<file path="src/rtl/pacman_video_pkg.sv">
// Shared constants and types for the Pacman VGA colour path.
// Game-state encodings, reserved colour codes and the per-pixel pipeline tag.
// No logic; imported by sprite_hit_unit and sprite_compositor.
package pacman_video_pkg;

    localparam logic [3:0] ST_START = 4'd1;
    localparam logic [3:0] ST_PLAY  = 4'd2;
    localparam logic [3:0] ST_LOSE  = 4'd4;
    localparam logic [3:0] ST_WIN   = 4'd7;

    localparam logic [2:0] TRANSPARENT  = 3'b000;
    localparam logic [2:0] COIN_COLOR   = 3'b010;
    localparam logic [2:0] FRIGHT_COLOR = 3'b001;

    localparam int X_W    = 8;
    localparam int Y_W    = 7;
    localparam int BGA_W  = 15;

    // Per-pixel attributes that ride alongside the ROM reads.
    typedef struct packed {
        logic [3:0] state;
        logic       frame_start;
        logic       coin_present;
    } tag_t;

    // States that show a full-screen image instead of the maze.
    function automatic logic is_screen_state(input logic [3:0] s);
        return (s == ST_START) || (s == ST_LOSE) || (s == ST_WIN);
    endfunction

endpackage

</file>
<file path="src/rtl/sprite_hit_unit.sv">
// Per-sprite hit test and sprite-ROM address for one pixel, registered.
// Latency 1 cycle (hit_o/addr_o valid the cycle after load_i); no backpressure.
// Ports: clock_i/rst_i, load_i with pixel x_i/y_i, sprite origin sx_i/sy_i, en_i; hit_o, addr_o.
module sprite_hit_unit
    import pacman_video_pkg::*;
#(
    parameter int SPRITE_W = 8,
    parameter int SPRITE_H = 8,
    parameter int ADDR_W   = 6
) (
    input  logic              clock_i,
    input  logic              rst_i,
    input  logic              load_i,
    input  logic [X_W-1:0]    x_i,
    input  logic [Y_W-1:0]    y_i,
    input  logic [X_W-1:0]    sx_i,
    input  logic [Y_W-1:0]    sy_i,
    input  logic              en_i,
    output logic              hit_o,
    output logic [ADDR_W-1:0] addr_o
);

    logic [X_W:0]      x_end;
    logic [Y_W:0]      y_end;
    logic [X_W-1:0]    dx;
    logic [Y_W-1:0]    dy;
    logic [15:0]       addr_full;
    logic              hit_d, hit_q;
    logic [ADDR_W-1:0] addr_d, addr_q;

    // One extra bit on the far edge so a sprite hanging off the right or
    // bottom of the screen clips instead of wrapping back onto column/row 0.
    assign x_end = {1'b0, sx_i} + (X_W+1)'(SPRITE_W);
    assign y_end = {1'b0, sy_i} + (Y_W+1)'(SPRITE_H);

    assign hit_d = en_i && (x_i >= sx_i) && ({1'b0, x_i} < x_end)
                        && (y_i >= sy_i) && ({1'b0, y_i} < y_end);

    // Offsets are only meaningful on a hit; the address is don't-care otherwise.
    assign dx        = x_i - sx_i;
    assign dy        = y_i - sy_i;
    assign addr_full = 16'(dy) * 16'(SPRITE_W) + 16'(dx);
    assign addr_d    = addr_full[ADDR_W-1:0];

    always_ff @(posedge clock_i) begin
        if (rst_i) begin
            hit_q  <= 1'b0;
            addr_q <= '0;
        end else if (load_i) begin
            hit_q  <= hit_d;
            addr_q <= addr_d;
        end
    end

    assign hit_o  = hit_q;
    assign addr_o = addr_q;

endmodule

</file>
<file path="src/rtl/sprite_compositor.sv">
// Per-pixel layer compositor: screens, maze, coins, sprites; blink and collision report.
// Latency ROM_LAT+2 cycles pixel_valid_i -> color_valid_o, 1 pixel/cycle; no backpressure, gaps pass through.
// Ports: pixel stream + sprite table in, ROM addresses out, ROM data in, colour/collision out.
module sprite_compositor
    import pacman_video_pkg::*;
#(
    parameter int NUM_SPRITES  = 4,
    parameter int SPRITE_W     = 8,
    parameter int SPRITE_H     = 8,
    parameter int SCREEN_W     = 160,
    parameter int COLOR_W      = 3,
    parameter int ROM_LAT      = 1,
    parameter int BLINK_FRAMES = 16,
    localparam int SA_W        = $clog2(SPRITE_W*SPRITE_H)
) (
    input  logic                          clock_i,
    input  logic                          reset_i,
    input  logic                          pixel_valid_i,
    input  logic [X_W-1:0]                x_i,
    input  logic [Y_W-1:0]                y_i,
    input  logic                          frame_start_i,
    input  logic [3:0]                    state_i,
    input  logic                          coin_present_i,
    input  logic                          frightened_i,
    input  logic [X_W*NUM_SPRITES-1:0]    sprite_x_i,
    input  logic [Y_W*NUM_SPRITES-1:0]    sprite_y_i,
    input  logic [NUM_SPRITES-1:0]        sprite_en_i,
    output logic [BGA_W-1:0]              bg_addr_o,
    output logic [SA_W*NUM_SPRITES-1:0]   sprite_addr_o,
    input  logic [COLOR_W-1:0]            bg_color_i,
    input  logic [COLOR_W-1:0]            coin_color_i,
    input  logic [COLOR_W-1:0]            screen_color_i,
    input  logic [COLOR_W*NUM_SPRITES-1:0] sprite_color_i,
    output logic [COLOR_W-1:0]            color_o,
    output logic                          color_valid_o,
    output logic                          collide_o,
    output logic [NUM_SPRITES-2:0]        collide_mask_o
);

    localparam int BC_W = $clog2(BLINK_FRAMES+1);
    localparam logic [COLOR_W-1:0] TRANSP_C = COLOR_W'(TRANSPARENT);
    localparam logic [COLOR_W-1:0] COIN_C   = COLOR_W'(COIN_COLOR);
    localparam logic [COLOR_W-1:0] FRIGHT_C = COLOR_W'(FRIGHT_COLOR);

    // ---------------- Stage A: tags, background address, sprite hits ----------
    logic                   va_q;
    tag_t                   tag_a_d, tag_a_q;
    logic [BGA_W-1:0]       bg_addr_d, bg_addr_q;
    logic [NUM_SPRITES-1:0] hit_a;

    assign tag_a_d   = '{state: state_i, frame_start: frame_start_i, coin_present: coin_present_i};
    assign bg_addr_d = BGA_W'(32'(y_i) * SCREEN_W + 32'(x_i));

    always_ff @(posedge clock_i) begin
        if (reset_i) begin
            va_q      <= 1'b0;
            tag_a_q   <= '0;
            bg_addr_q <= '0;
        end else begin
            va_q <= pixel_valid_i;
            if (pixel_valid_i) begin
                tag_a_q   <= tag_a_d;
                bg_addr_q <= bg_addr_d;
            end
        end
    end

    for (genvar k = 0; k < NUM_SPRITES; k++) begin : g_hit
        sprite_hit_unit #(
            .SPRITE_W (SPRITE_W),
            .SPRITE_H (SPRITE_H),
            .ADDR_W   (SA_W)
        ) u_hit (
            .clock_i (clock_i),
            .rst_i   (reset_i),
            .load_i  (pixel_valid_i),
            .x_i     (x_i),
            .y_i     (y_i),
            .sx_i    (sprite_x_i[k*X_W +: X_W]),
            .sy_i    (sprite_y_i[k*Y_W +: Y_W]),
            .en_i    (sprite_en_i[k]),
            .hit_o   (hit_a[k]),
            .addr_o  (sprite_addr_o[k*SA_W +: SA_W])
        );
    end

    assign bg_addr_o = bg_addr_q;

    // ---------------- Delay line: match ROM read latency ----------------------
    logic                   dl_vld_q [ROM_LAT];
    tag_t                   dl_tag_q [ROM_LAT];
    logic [NUM_SPRITES-1:0] dl_hit_q [ROM_LAT];

    always_ff @(posedge clock_i) begin
        if (reset_i) begin
            for (int i = 0; i < ROM_LAT; i++) begin
                dl_vld_q[i] <= 1'b0;
                dl_tag_q[i] <= '0;
                dl_hit_q[i] <= '0;
            end
        end else begin
            dl_vld_q[0] <= va_q;
            dl_tag_q[0] <= tag_a_q;
            dl_hit_q[0] <= hit_a;
            for (int i = 1; i < ROM_LAT; i++) begin
                dl_vld_q[i] <= dl_vld_q[i-1];
                dl_tag_q[i] <= dl_tag_q[i-1];
                dl_hit_q[i] <= dl_hit_q[i-1];
            end
        end
    end

    logic                   f_vld;
    tag_t                   f_tag;
    logic [NUM_SPRITES-1:0] f_hit;

    assign f_vld = dl_vld_q[ROM_LAT-1];
    assign f_tag = dl_tag_q[ROM_LAT-1];
    assign f_hit = dl_hit_q[ROM_LAT-1];

    // ---------------- Blink phase ---------------------------------------------
    // The counter holds how many frames of the current half-period have begun,
    // so the frame_start pixel itself already sees the phase of its new frame.
    logic [BC_W-1:0] blink_cnt_d, blink_cnt_q;
    logic            phase_d, phase_q;

    always_comb begin
        blink_cnt_d = blink_cnt_q;
        phase_d     = phase_q;
        if (!frightened_i) begin
            blink_cnt_d = '0;
            phase_d     = 1'b0;
        end else if (f_vld && f_tag.frame_start) begin
            if (blink_cnt_q == BC_W'(BLINK_FRAMES)) begin
                blink_cnt_d = BC_W'(1);
                phase_d     = ~phase_q;
            end else begin
                blink_cnt_d = blink_cnt_q + BC_W'(1);
            end
        end
    end

    // ---------------- Composite -----------------------------------------------
    logic [COLOR_W-1:0]     spr_c [NUM_SPRITES];
    logic [NUM_SPRITES-1:0] opaque;
    logic                   ghost_vld;
    logic [COLOR_W-1:0]     ghost_c;
    logic                   coin_hit;
    logic [NUM_SPRITES-2:0] coll_now;
    logic [COLOR_W-1:0]     pix_c;

    always_comb begin
        opaque    = '0;
        ghost_vld = 1'b0;
        ghost_c   = '0;
        coll_now  = '0;
        pix_c     = '0;
        for (int k = 0; k < NUM_SPRITES; k++) begin
            spr_c[k]  = sprite_color_i[k*COLOR_W +: COLOR_W];
            opaque[k] = f_hit[k] && (spr_c[k] != TRANSP_C);
        end
        // Walk downwards so the lowest-index opaque ghost is the one left selected.
        for (int k = NUM_SPRITES-1; k >= 1; k--) begin
            if (opaque[k]) begin
                ghost_vld = 1'b1;
                ghost_c   = spr_c[k];
            end
        end
        if (frightened_i && !phase_d) begin
            ghost_c = FRIGHT_C;
        end
        coin_hit = f_tag.coin_present && (coin_color_i == COIN_C);

        if (is_screen_state(f_tag.state)) begin
            pix_c = screen_color_i;
        end else if (f_tag.state == ST_PLAY) begin
            if (opaque[0])      pix_c = spr_c[0];
            else if (coin_hit)  pix_c = COIN_C;
            else if (ghost_vld) pix_c = ghost_c;
            else                pix_c = bg_color_i;
            for (int k = 1; k < NUM_SPRITES; k++) begin
                coll_now[k-1] = opaque[0] && opaque[k];
            end
        end
    end

    // ---------------- Collision bookkeeping -----------------------------------
    logic [NUM_SPRITES-2:0] sticky_d, sticky_q;
    logic [NUM_SPRITES-2:0] mask_d, mask_q;
    logic                   collide_d, collide_q;
    logic [COLOR_W-1:0]     color_d, color_q;
    logic                   valid_q;

    always_comb begin
        sticky_d  = sticky_q;
        mask_d    = mask_q;
        collide_d = 1'b0;
        color_d   = color_q;
        if (f_vld) begin
            color_d = pix_c;
            if (f_tag.frame_start) begin
                // Report the finished frame; this pixel starts the new one.
                collide_d = |sticky_q;
                mask_d    = sticky_q;
                sticky_d  = coll_now;
            end else begin
                sticky_d  = sticky_q | coll_now;
            end
        end
    end

    always_ff @(posedge clock_i) begin
        if (reset_i) begin
            color_q     <= '0;
            valid_q     <= 1'b0;
            collide_q   <= 1'b0;
            mask_q      <= '0;
            sticky_q    <= '0;
            blink_cnt_q <= '0;
            phase_q     <= 1'b0;
        end else begin
            color_q     <= color_d;
            valid_q     <= f_vld;
            collide_q   <= collide_d;
            mask_q      <= mask_d;
            sticky_q    <= sticky_d;
            blink_cnt_q <= blink_cnt_d;
            phase_q     <= phase_d;
        end
    end

    assign color_o        = color_q;
    assign color_valid_o  = valid_q;
    assign collide_o      = collide_q;
    assign collide_mask_o = mask_q;

endmodule

</file>
<file path="config.mk">
export PLATFORM = sky130hd
export DESIGN_NAME = sprite_compositor
export DESIGN_NICKNAME = d
export VERILOG_FILES = /design/src/rtl/pacman_video_pkg.sv /design/src/rtl/sprite_hit_unit.sv /design/src/rtl/sprite_compositor.sv
export SDC_FILE = /design/constraint.sdc
export NUM_CORES = 1
export LEC_CHECK = 0
export ABC_CLOCK_PERIOD_IN_PS = 3460
export CAP_MARGIN = 30
export CELL_PAD_IN_SITES_DETAIL_PLACEMENT = 2
export CELL_PAD_IN_SITES_GLOBAL_PLACEMENT = 2
export CORE_ASPECT_RATIO = 1.75
export CORE_MARGIN = 2
export CORE_UTILIZATION = 34
export CTS_CLUSTER_SIZE = 24
export DETAILED_ROUTE_END_ITERATION = 6
export PLACE_DENSITY = 0.95
export SLEW_MARGIN = 20
export SYNTH_ARGS = -nofsm -noshare
export SYNTH_HDL_FRONTEND = slang
export SYNTH_HIERARCHICAL = 1
export SYNTH_SLANG_ARGS = --single-unit
</file>
<file path="constraint.sdc">
create_clock -name clock_i -period 3.46 [get_ports clock_i]
set_input_delay 0.519 -clock clock_i [delete_from_list [all_inputs] [get_ports clock_i]]
set_output_delay 0.519 -clock clock_i [all_outputs]
set_load 0.01 [all_outputs]
</file>
==> reports/qor.csv <==
stage;metric;value;unit
critical_path;worstSetupPathType;input port to flop;
sta;rsz0062_at_grt;false;
cts;cts_resized;0;
cts;path_clk_slew;70;ps
yosys;yosysWarnings;6;
cts;numCtsBuffers;9;
finish;mostFrequentLayoutCells;154 x clkdlybuf4s50_1, 135 x ha_1, 117 x inv_1, 78 x dfxtp_1, 67 x nor2_1;
critical_path;path_cells;clkdlybuf4s50_1 > inv_1 > ha_1 > inv_1 > fa_1 > fa_1 > ha_1 > a21oi_1 > xnor2_1 > a211oi_1;
place;hpwlAfterDp;25600;µm
cts;cts_sinks;78;
cts;postCtsSetupBuffers;0;
floorplan;core_area;20900;µm²
global_routing;grt-ovfl-total;0;
critical_path;cp.depth;10;
detailed_routing;drtAntennaViolNets;0;
cts;htree_levels;3;
detailed_routing;vias;7321;
sta;skew;7.81;ps
yosys;synth_edf_count;0;
yosys;ys.flop_type;dfxtp_1;
critical_path;r2r-end;color_o[1]$_SDFFE_PP0P_;
status;outcome;finished clean;
critical_path;r2r_cells;5;
power;power;3.42;mW
floorplan;rows;70;
sta;setup_viol;0;
detailed_routing;wirelength;34000;µm
yosys;synth_seq_cells;78;
floorplan;start_util;34.8;%
yosys;async_flop_share;0;%
detailed_routing;drtIter0Drc;279;
power;max-vdd-ir-drop;0.244;mV
sta;worst_slew_pin_slew;853;ps
power;p_leak;4.24;nW
critical_path;worstPathRequired;3730;ps
critical_path;cp_data_arrival_time;3590;ps
place;gp_congestion;0.930;
finish;drive_above_1_share;6.37;%
sta;drv_slew;0;
floorplan;die_area;22700;µm²
sta;finalCriticalPeriod;3320;ps
global_routing;grt_max_degree;39;
cts;cts_root_buf;clkbuf_16;
global_routing;grt_pass1_wl;50800;µm
yosys;syn_area_per_cell;8.83;µm²
yosys;synth_cells;826;
sta;hold_viol_final;0;
detailed_routing;dr.pass1.iters;4;
global_routing;grt_pass1_vias;8773;
detailed_routing;drcViolationCount;0;
flow_run;max_cap_viol_count;0;
critical_path;worst-path-buf-inv;3;
worst_hold_path;min_path_type;flop to flop;
finish;syn_to_final_growth;31.2;%
detailed_routing;wl_per_cell;27.1;µm
global_routing;antenna_found_initial;1;
finish;utilization;45.7;%
place;portBuffers;156;
critical_path;crit_path_max_fanout;6;
critical_path;cp_slowest_cell;clkdlybuf4s50_1;
floorplan;pin_count;157;
sta;layout_setup_ws;136;ps
yosys;ys_types;62;
cts;cts_hold_buf;0;
critical_path;crit_end;g_hit[2].u_hit/addr_o[5]$_SDFFE_PP0P_;
sta;fmax;301;MHz
floorplan;dieHeight;198;µm
detailed_routing;via_per_inst;5.82;
global_routing;grt_usage;30.5;%
finish;nets;1270;
cts;cts_tree;built;
sta;max_slew_margin;43.2;%
yosys;syn_nets;1097;
power;power_density;358;nW/µm²
critical_path;max_stage_delay;690;ps
finish;final_common_cell;clkdlybuf4s50_1;
critical_path;r2r_slack;1270;ps
critical_path;worstReg2RegStart;dl_vld_q[0]$_SDFF_PP0_;
floorplan;fp.dieW;115;µm
place;post-place-ws;-95.8;ps
critical_path;cp-start-kind;input port;
sta;period_share;96.1;%
critical_path;cp-end-kind;flop;
cts;clock_latency;360;ps
critical_path;cp-startpoint;y_i[0];
yosys;yosysSeqAreaShare;21.4;%
cts;clockBufferDepth;2;
yosys;syn-cell-area;7290;µm²
critical_path;critPathTopFamily;adder cells;
flip-flops by register name, summed over array words and instances (netlist names), 3 cells and up:
register,count
g_hit.u_hit/hit_o,4
sticky_q,3
dl_hit_q,4
g_hit.u_hit/addr_o,24
color_o,3
collide_mask_o,3
tag_a_q,6
dl_tag_q,6
blink_cnt_q,5
bg_addr_o,15
routing by layer:
metal	wire, µm	vias to the layer above	GRT usage (%)
li1	-	3258	-
met1	11100	3598	27.2
met2	18600	298	57.8
met3	1390	167	5.33
met4	2960	0	24.8
met5	0	-	0
synth_stat cells, types with 15 or more instances:
| cell | number | area share, % |
|---|---|---|
| nor2_1 | 67 | 3.5 |
| o21ai_0 | 18 | 1.2 |
| ha_1 | 135 | 23 |
| nand2b_1 | 15 | 1.3 |
| mux2i_1 | 18 | 2.5 |
| inv_1 | 117 | 6.0 |
| xnor2_1 | 45 | 5.4 |
| fa_1 | 26 | 7.1 |
| nand2_1 | 21 | 1.1 |
| a211oi_1 | 24 | 2.5 |
| nor2b_1 | 23 | 2.0 |
| dfxtp_1 | 78 | 21 |
| a21oi_1 | 51 | 3.5 |
| nand3_1 | 27 | 1.9 |
worst min-delay path by stage:
| stage | from | endpoint | slack (ps) | depth (start not counted) |
|---|---|---|---|---|
| after floorplan | va_q$_SDFF_PP0_ | dl_vld_q[0]$_SDFF_PP0_ | 410 | 1 |
| after global placement | va_q$_SDFF_PP0_ | dl_vld_q[0]$_SDFF_PP0_ | 420 | 1 |
| after detailed placement | g_hit[3].u_hit/hit_o$_SDFFE_PP0P_ | dl_hit_q[0][3]$_SDFF_PP0_ | 460 | 1 |
| after CTS | tag_a_q[2]$_SDFFE_PP0P_ | dl_tag_q[0][2]$_SDFF_PP0_ | 480 | 1 |
| after global routing | tag_a_q[0]$_SDFFE_PP0P_ | dl_tag_q[0][0]$_SDFF_PP0_ | 490 | 1 |
| final | tag_a_q[2]$_SDFFE_PP0P_ | dl_tag_q[0][2]$_SDFF_PP0_ | 470 | 1 |
power by group:
| part | total, mW | switching [mW] | leakage (nW) | internal, mW |
|---|---|---|---|---|
| clock | 0.984 | 0.473 | 0.148 | 0.512 |
| sequential | 1.01 | 0.0485 | 0.640 | 0.962 |
| combinational | 1.43 | 0.787 | 3.46 | 0.640 |
cells by family (layout without fill, tap and decap cells):
group / after synthesis / count (layout) / synth area share (%)
flops: 78 / 78 / 21.4
fa+ha+maj: 161 / 161 / 30.3
simple gates: 197 / 197 / 13.9
buf+inv: 133 / 311 / 6.90
other cells: 0 / 2 / 0
xor+xnor: 51 / 51 / 6.13
mux: 18 / 18 / 2.47
compound gates: 188 / 188 / 18.8
per-stage QoR:
stage	instances	hold slack [ps]	TNS, ps	instance area [µm²]
finish	1258	475	0	9560
global route	1256	486	0	9560
CTS	1255	476	0	9550
detailed placement	1239	461	-397	9250
global placement	1239	418	0	9250
floorplan	826	414	0	7290
layout make-up:
cell class | instances | area [µm²]
sequential | 78 | 1560
tap | 252 | 315
multi-input combinational | 615 | 5230
clock buffer | 9 | 225
clock inverter | 7 | 73.8
inverter | 117 | 439
timing repair buffer | 178 | 1720
antenna | 2 | 5.00
fill | 2280 | 11400
worst register-to-register path, delay by kind of cell (launching register included):
kind               cells  cell delay, ps
and+or+nand+nor        3            1080
AOI/OAI and AO/OA      2             490
DFF                    1             500
No activity file was read; power rests on OpenSTA's default activity.
